[config.mk]
export PLATFORM = sky130hd
export DESIGN_NAME = byte_decode_seq
export DESIGN_NICKNAME = d
export VERILOG_FILES = /design/src/rtl/byte_decode_seq.sv
export SDC_FILE = /design/constraint.sdc
export NUM_CORES = 1
export LEC_CHECK = 0
export CORE_MARGIN = 4
export CORE_UTILIZATION = 46
export DETAILED_ROUTE_END_ITERATION = 10
export MAX_ROUTING_LAYER = met4
export PLACE_DENSITY = 0.74
export SLEW_MARGIN = 30
export SYNTH_ARGS = -nofsm -noshare
export SYNTH_HDL_FRONTEND = slang
export SYNTH_SLANG_ARGS = --single-unit
[constraint.sdc]
create_clock -name clk_i -period 3.28 [get_ports clk_i]
set_input_delay 0.656 -clock clk_i [delete_from_list [all_inputs] [get_ports clk_i]]
set_output_delay 0.656 -clock clk_i [all_outputs]
set_load 0.02 [all_outputs]
[src/rtl/byte_decode_seq.sv]
// byte_decode_seq: streaming ByteDecode_d for ML-KEM.
// Unpacks 32*d input bytes LSB-first into 256 d-bit coefficients through a
// 20-bit bit accumulator. For d = 12 each coefficient is reduced mod Q.
//
// Ports:
//   clk_i, rst_ni        clock, asynchronous active-low reset
//   start_i, d_i         job start (sampled in IDLE) and bits per coefficient
//   busy_o, done_o       job in progress / one-cycle completion pulse
//   err_o                one-cycle pulse on start with illegal d_i (0 or >12)
//   byte_valid_i/byte_i/byte_ready_o   byte input handshake
//   coef_valid_o/coef_o/coef_idx_o/coef_ready_i   coefficient output handshake
module byte_decode_seq #(
  parameter int unsigned Q      = 3329,
  parameter int unsigned N_COEF = 256
) (
  input  logic        clk_i,
  input  logic        rst_ni,
  input  logic        start_i,
  input  logic [3:0]  d_i,
  output logic        busy_o,
  output logic        done_o,
  output logic        err_o,
  input  logic        byte_valid_i,
  input  logic [7:0]  byte_i,
  output logic        byte_ready_o,
  output logic        coef_valid_o,
  output logic [11:0] coef_o,
  output logic [7:0]  coef_idx_o,
  input  logic        coef_ready_i
);

  typedef enum logic [1:0] {S_IDLE, S_RUN, S_DONE} state_t;

  localparam logic [11:0] QV       = 12'(Q);
  localparam logic [7:0]  LAST_IDX = 8'(N_COEF - 1);

  state_t      state_q, state_d;
  logic [3:0]  d_q;
  logic [19:0] acc_q;
  logic [4:0]  bcnt_q;
  logic [8:0]  bytes_in_q;
  logic [7:0]  emit_cnt_q;
  logic [11:0] coef_q;
  logic [7:0]  idx_q;
  logic        cvalid_q;
  logic        err_q;

  logic        d_ok, start_ok, run;
  logic [4:0]  d5;
  logic [8:0]  byte_lim;
  logic        byte_acc, emit, hs;
  logic [19:0] byte_shift;
  logic [11:0] mask, raw, coef_red;

  assign d_ok     = (d_i != 4'd0) && (d_i <= 4'd12);
  assign start_ok = (state_q == S_IDLE) && start_i && d_ok;
  assign run      = (state_q == S_RUN);
  assign d5       = {1'b0, d_q};
  assign byte_lim = {d_q, 5'b0};

  assign byte_ready_o = run && (bcnt_q < d5) && (bytes_in_q < byte_lim);
  assign byte_acc     = byte_valid_i && byte_ready_o;
  // A stalled output blocks the next emit, which in turn keeps bcnt >= d and
  // so holds off byte intake: accept and emit can never coincide.
  assign emit         = run && (bcnt_q >= d5) && (!cvalid_q || coef_ready_i);
  assign hs           = cvalid_q && coef_ready_i;

  // bcnt < d <= 12 on accept, so the byte lands within acc[19:0].
  assign byte_shift = {12'b0, byte_i} << bcnt_q;
  assign mask       = 12'((13'd1 << d_q) - 13'd1);
  assign raw        = acc_q[11:0] & mask;
  assign coef_red   = ((d_q == 4'd12) && (raw >= QV)) ? raw - QV : raw;

  always_ff @(posedge clk_i or negedge rst_ni) begin
    if (!rst_ni) state_q <= S_IDLE;
    else         state_q <= state_d;
  end

  always_comb begin
    state_d = state_q;
    busy_o  = 1'b0;
    done_o  = 1'b0;
    unique case (state_q)
      S_IDLE: if (start_ok) state_d = S_RUN;
      S_RUN: begin
        busy_o = 1'b1;
        if (hs && (idx_q == LAST_IDX)) state_d = S_DONE;
      end
      S_DONE: begin
        done_o  = 1'b1;
        state_d = S_IDLE;
      end
      default: state_d = S_IDLE;
    endcase
  end

  always_ff @(posedge clk_i or negedge rst_ni) begin
    if (!rst_ni) begin
      d_q        <= '0;
      acc_q      <= '0;
      bcnt_q     <= '0;
      bytes_in_q <= '0;
      emit_cnt_q <= '0;
      coef_q     <= '0;
      idx_q      <= '0;
      cvalid_q   <= 1'b0;
      err_q      <= 1'b0;
    end else begin
      err_q <= (state_q == S_IDLE) && start_i && !d_ok;
      if (start_ok) begin
        d_q        <= d_i;
        acc_q      <= '0;
        bcnt_q     <= '0;
        bytes_in_q <= '0;
        emit_cnt_q <= '0;
      end else if (run) begin
        if (byte_acc) begin
          acc_q      <= acc_q | byte_shift;
          bcnt_q     <= bcnt_q + 5'd8;
          bytes_in_q <= bytes_in_q + 9'd1;
        end
        if (emit) begin
          coef_q     <= coef_red;
          idx_q      <= emit_cnt_q;
          emit_cnt_q <= emit_cnt_q + 8'd1;
          acc_q      <= acc_q >> d_q;
          bcnt_q     <= bcnt_q - d5;
          cvalid_q   <= 1'b1;
        end else if (hs) begin
          cvalid_q   <= 1'b0;
        end
      end
    end
  end

  assign err_o        = err_q;
  assign coef_valid_o = cvalid_q;
  assign coef_o       = coef_q;
  assign coef_idx_o   = idx_q;

endmodule

==> results.md <==
- Outcome: finished clean
- Ys async rst share: 100%
- Netlist cell types: 71
- Power Density: 925 mW/mm^2
- GPL Wtd Cong: 0.916
- H-tree depth: 3
- Final worst path period need: 3.13 ns
- TritonRoute pass-1 iters: 5
- Hpwl dp: 10.2 mm
- Fin crit share: 95.3%
- Switching Fraction: 48.4%
- CP Launch Point: d_q[3]
- DR WL/cell: 18.2 um
- Top Ports: 42
- Skew final: 0.0149 ns
- Max-cap check violation count: 0
- CP cell instances: or4_4 > ha_1 > or4b_1 > o21ai_1 > a211o_2 > o41ai_4 > buf_4 > a2111oi_2 > xor2_1 > o21ai_1
- Max Slew Vio Count: 0
- DRC Markers: 0
- Initial antenna violation count: 0
- Worst setup path end: coef_o[7]
- Gate power share: 58.8%
- Layout Area Growth over Synthesis: 16.1%
- Vias per cell: 6.05
- Initial Util: 48.1%
- CP peak stage delay: 0.58 ns
- Final count of negative-setup-slack endpoints: 0
- DIE AREA: 0.0127 sq mm
- Largest net degree at the start of global routing: 71
- Final WS setup: 0.154 ns
- Number of nets in the layout: 666
- CP Capture Type: register
- Die H: 113 um
- CP Class: reg -> reg
- # diodes: 0
- Num CTS Buffers: 9
- CP max FO: 8
- Syn. warnings: 0
- VDD IR max: 0.000484 V
- Die width: 113 um
- CTS tree: built
- Slowest stage cell, crit path: or4_4
- Worst R2R End: coef_o[7]
- Reg-to-reg setup timing slack: 0.15 ns
- Final Hold Viols: 0
- Site Rows: 37
- TNS Setup: 0 ns
- Worst-path clk slew: 0.09 ns
- CP arrival: 3.37 ns
- Layout cells sized above 1: 13.6%
- Area of the core: 0.0105 sq mm
- # clock sinks: 70
- DP Area: 0.00565 sq mm
- Clock Latency Late Sink: 0.36 ns
- Mapped Cells: 594
- Clk pwr share: 12.2%
- Root Buffer Master: clkbuf_8
- Final Util: 55.8%
- Drt total wl: 14.1 mm
- Slew margin rel.: 56.0%
- Drt initial violations: 462
- Grt ovf: 0
- Ys flop type: dfrtp_1
- Leak Pwr: 2.44 nW
- Syn_area_per_cell: 8.50 sq um
- Via count: 4703
- CP delay by family, top: simple AND/OR/NAND/NOR gates
- Mapped Area: 0.00505 sq mm
- WP data required: 3.53 ns
- Critical Path Stages: 10
- Worst reg2reg path startpoint: d_q[3]
- Sequential-to-total area share from yosys stat: 34.7%
- Crit start category: register
- EDFF count, synth: 0
- Vias in the first global route: 4729
- Total Routing Usage GR: 23.4%
- FMAX: 320 MHz
- Hold WC Path Type: in -> async
- Internal power: 0.00280 W
- Synthesized Nets: 624
- Most common cell on crit path: o21ai_1
- Fin area: 0.00586 sq mm
- Remaining antenna violation count: 0
- R2R depth: 10
- Buf/Inv on CP: 1
- I/O Buffers: 41
- Post-synthesis register bit count: 70
- Max Buffers Root-to-Sink: 2
- First-pass GRT wire length: 23.4 mm
- Place WS: 0.164 ns
- Sequential power share: 28.9%
- Slew at the pin closest to its max-slew limit: 0.660 ns
- P_sw: 0.00262 W
## logic make-up after synthesis
logic type,synth area share (%)
adder cells (fa/ha/maj),3.37
flip-flops,34.7
multiplexers,10.5
XOR/XNOR,3.47
AND/OR/NAND/NOR,22.2
AO/OA/AOI/OAI,21.0
buffers and inverters,4.78
## final cells by class
cell class	count	area (sq um)
Clock buffer	10	138
Clock inverter	6	46.3
Fill cell	960	4650
Inverter	16	62.6
Multi-Input combinational cell	470	3070
Sequential cell	70	1750
Tap cell	136	170
Timing Repair Buffer	69	622
## worst min-delay path by stage
stage	from	endpoint	slack [ns]
finish	rst_ni	acc_q[7]	0.37
global route	rst_ni	acc_q[7]	0.46
floorplan	rst_ni	acc_q[0]	0.36
CTS	coef_o[7]	coef_o[7]	0.50
global placement	coef_o[7]	coef_o[7]	0.47
detailed placement	coef_o[7]	coef_o[7]	0.48
## state kept, by name (all words and copies together), names as in the netlist
| register | flops |
|---|---|
| state_q | 2 |
| err_o | 1 |
| bytes_in_q | 9 |
| acc_q | 20 |
| coef_idx_o | 8 |
| emit_cnt_q | 8 |
| coef_o | 12 |
| bcnt_q | 5 |
| coef_valid_o | 1 |
| d_q | 4 |
## cell usage in the layout (no fill, tap or decap), drive strengths merged, types with 3 or more instances in the layout
master,n
a22oi,4
nor2b,11
dfrtp,70
o22ai,8
a2111oi,4
mux2,9
a211oi,10
clkdlybuf4s50,39
o21ai,52
mux4,11
nor2,58
a21oi,42
nor3,14
o211ai,3
and3,7
nand3,22
mux2i,18
nand4,8
clkbuf,10
nor4,5
nand2,88
buf,29
or4,3
a21boi,3
a31oi,11
xnor2,13
o21a,4
nor3b,3
xor2,7
nand2b,9
clkinv,5
ha,12
inv,15
## metal layers
metal / wire (um) / track usage (%) / up-vias
li1: - / - / 2244
met1: 6170 / 30.9 / 2242
met2: 6690 / 35.9 / 188
met3: 914 / 3.69 / 29
met4: 338 / 9.78 / 0
met5: 0 / - / -
## power by group through the flow
stage	sequential, W	combinational (W)	clock [W]
after floorplan	0.00158	0.00210	0
after CTS	0.00156	0.00314	0.000677
after global routing	0.00161	0.00350	0.000714
after global placement	0.00156	0.00308	0
after detailed placement	0.00157	0.00314	0
final	0.00157	0.00319	0.000664
## per-stage QoR
stage	std cells	total power, W	hold WS, ns
after floorplan	594	0.00368	0.360
after global placement	758	0.00463	0.473
after detailed placement	758	0.00471	0.476
after CTS	774	0.00538	0.496
after global routing	777	0.00583	0.463
final	777	0.00542	0.371
## repair_timing
| action | CTS | global route |
|---|---|---|
| endpoints found under the hold margin | 0 | 0 |
| buffers inserted | 0 | 3 |
| resized for setup | 3 | 1 |
| pin swaps | 0 | 2 |
| hold buffers | 0 | 0 |
| endpoints found under the setup margin | 1 | 4 |
| cloned | 0 | 0 |
## cells in the mapped netlist, types with 3 or more instances
cell type | number | area (sq um)
a211oi_1 | 10 | 75.1
a31oi_1 | 11 | 68.8
nand4_1 | 8 | 50.1
nor2b_1 | 11 | 68.8
clkbuf_1 | 20 | 75.1
mux2i_1 | 18 | 180
nand3_1 | 22 | 110
a2111oi_2 | 3 | 45.0
nand2_1 | 87 | 327
o21a_1 | 4 | 30.0
buf_1 | 6 | 22.5
buf_2 | 7 | 35.0
dfrtp_1 | 70 | 1750
o21ai_1 | 7 | 35.0
nand2b_1 | 8 | 50.1
nor4_1 | 5 | 31.3
a21oi_1 | 41 | 205
nor3_1 | 13 | 65.1
ha_1 | 12 | 150
buf_6 | 3 | 33.8
xor2_1 | 7 | 61.3
and3_1 | 7 | 43.8
mux2_2 | 9 | 101
o21ai_0 | 44 | 220
mux4_2 | 11 | 248
xnor2_1 | 13 | 114
nor3b_1 | 3 | 22.5
inv_1 | 13 | 48.8
nor2_1 | 58 | 218
o211ai_1 | 3 | 22.5
o22ai_1 | 8 | 50.1
a22oi_1 | 4 | 30.0
## worst register-to-register path: cells and delay by family (launching register included)
family	cells	cell delay (ns)
fa+ha+maj	1	0.29
buf+inv	1	0.18
compound gates	5	0.90
simple gates	2	1.06
flops	1	0.39
xor+xnor	1	0.21
Note: power is estimated with default switching activity, not from simulation.
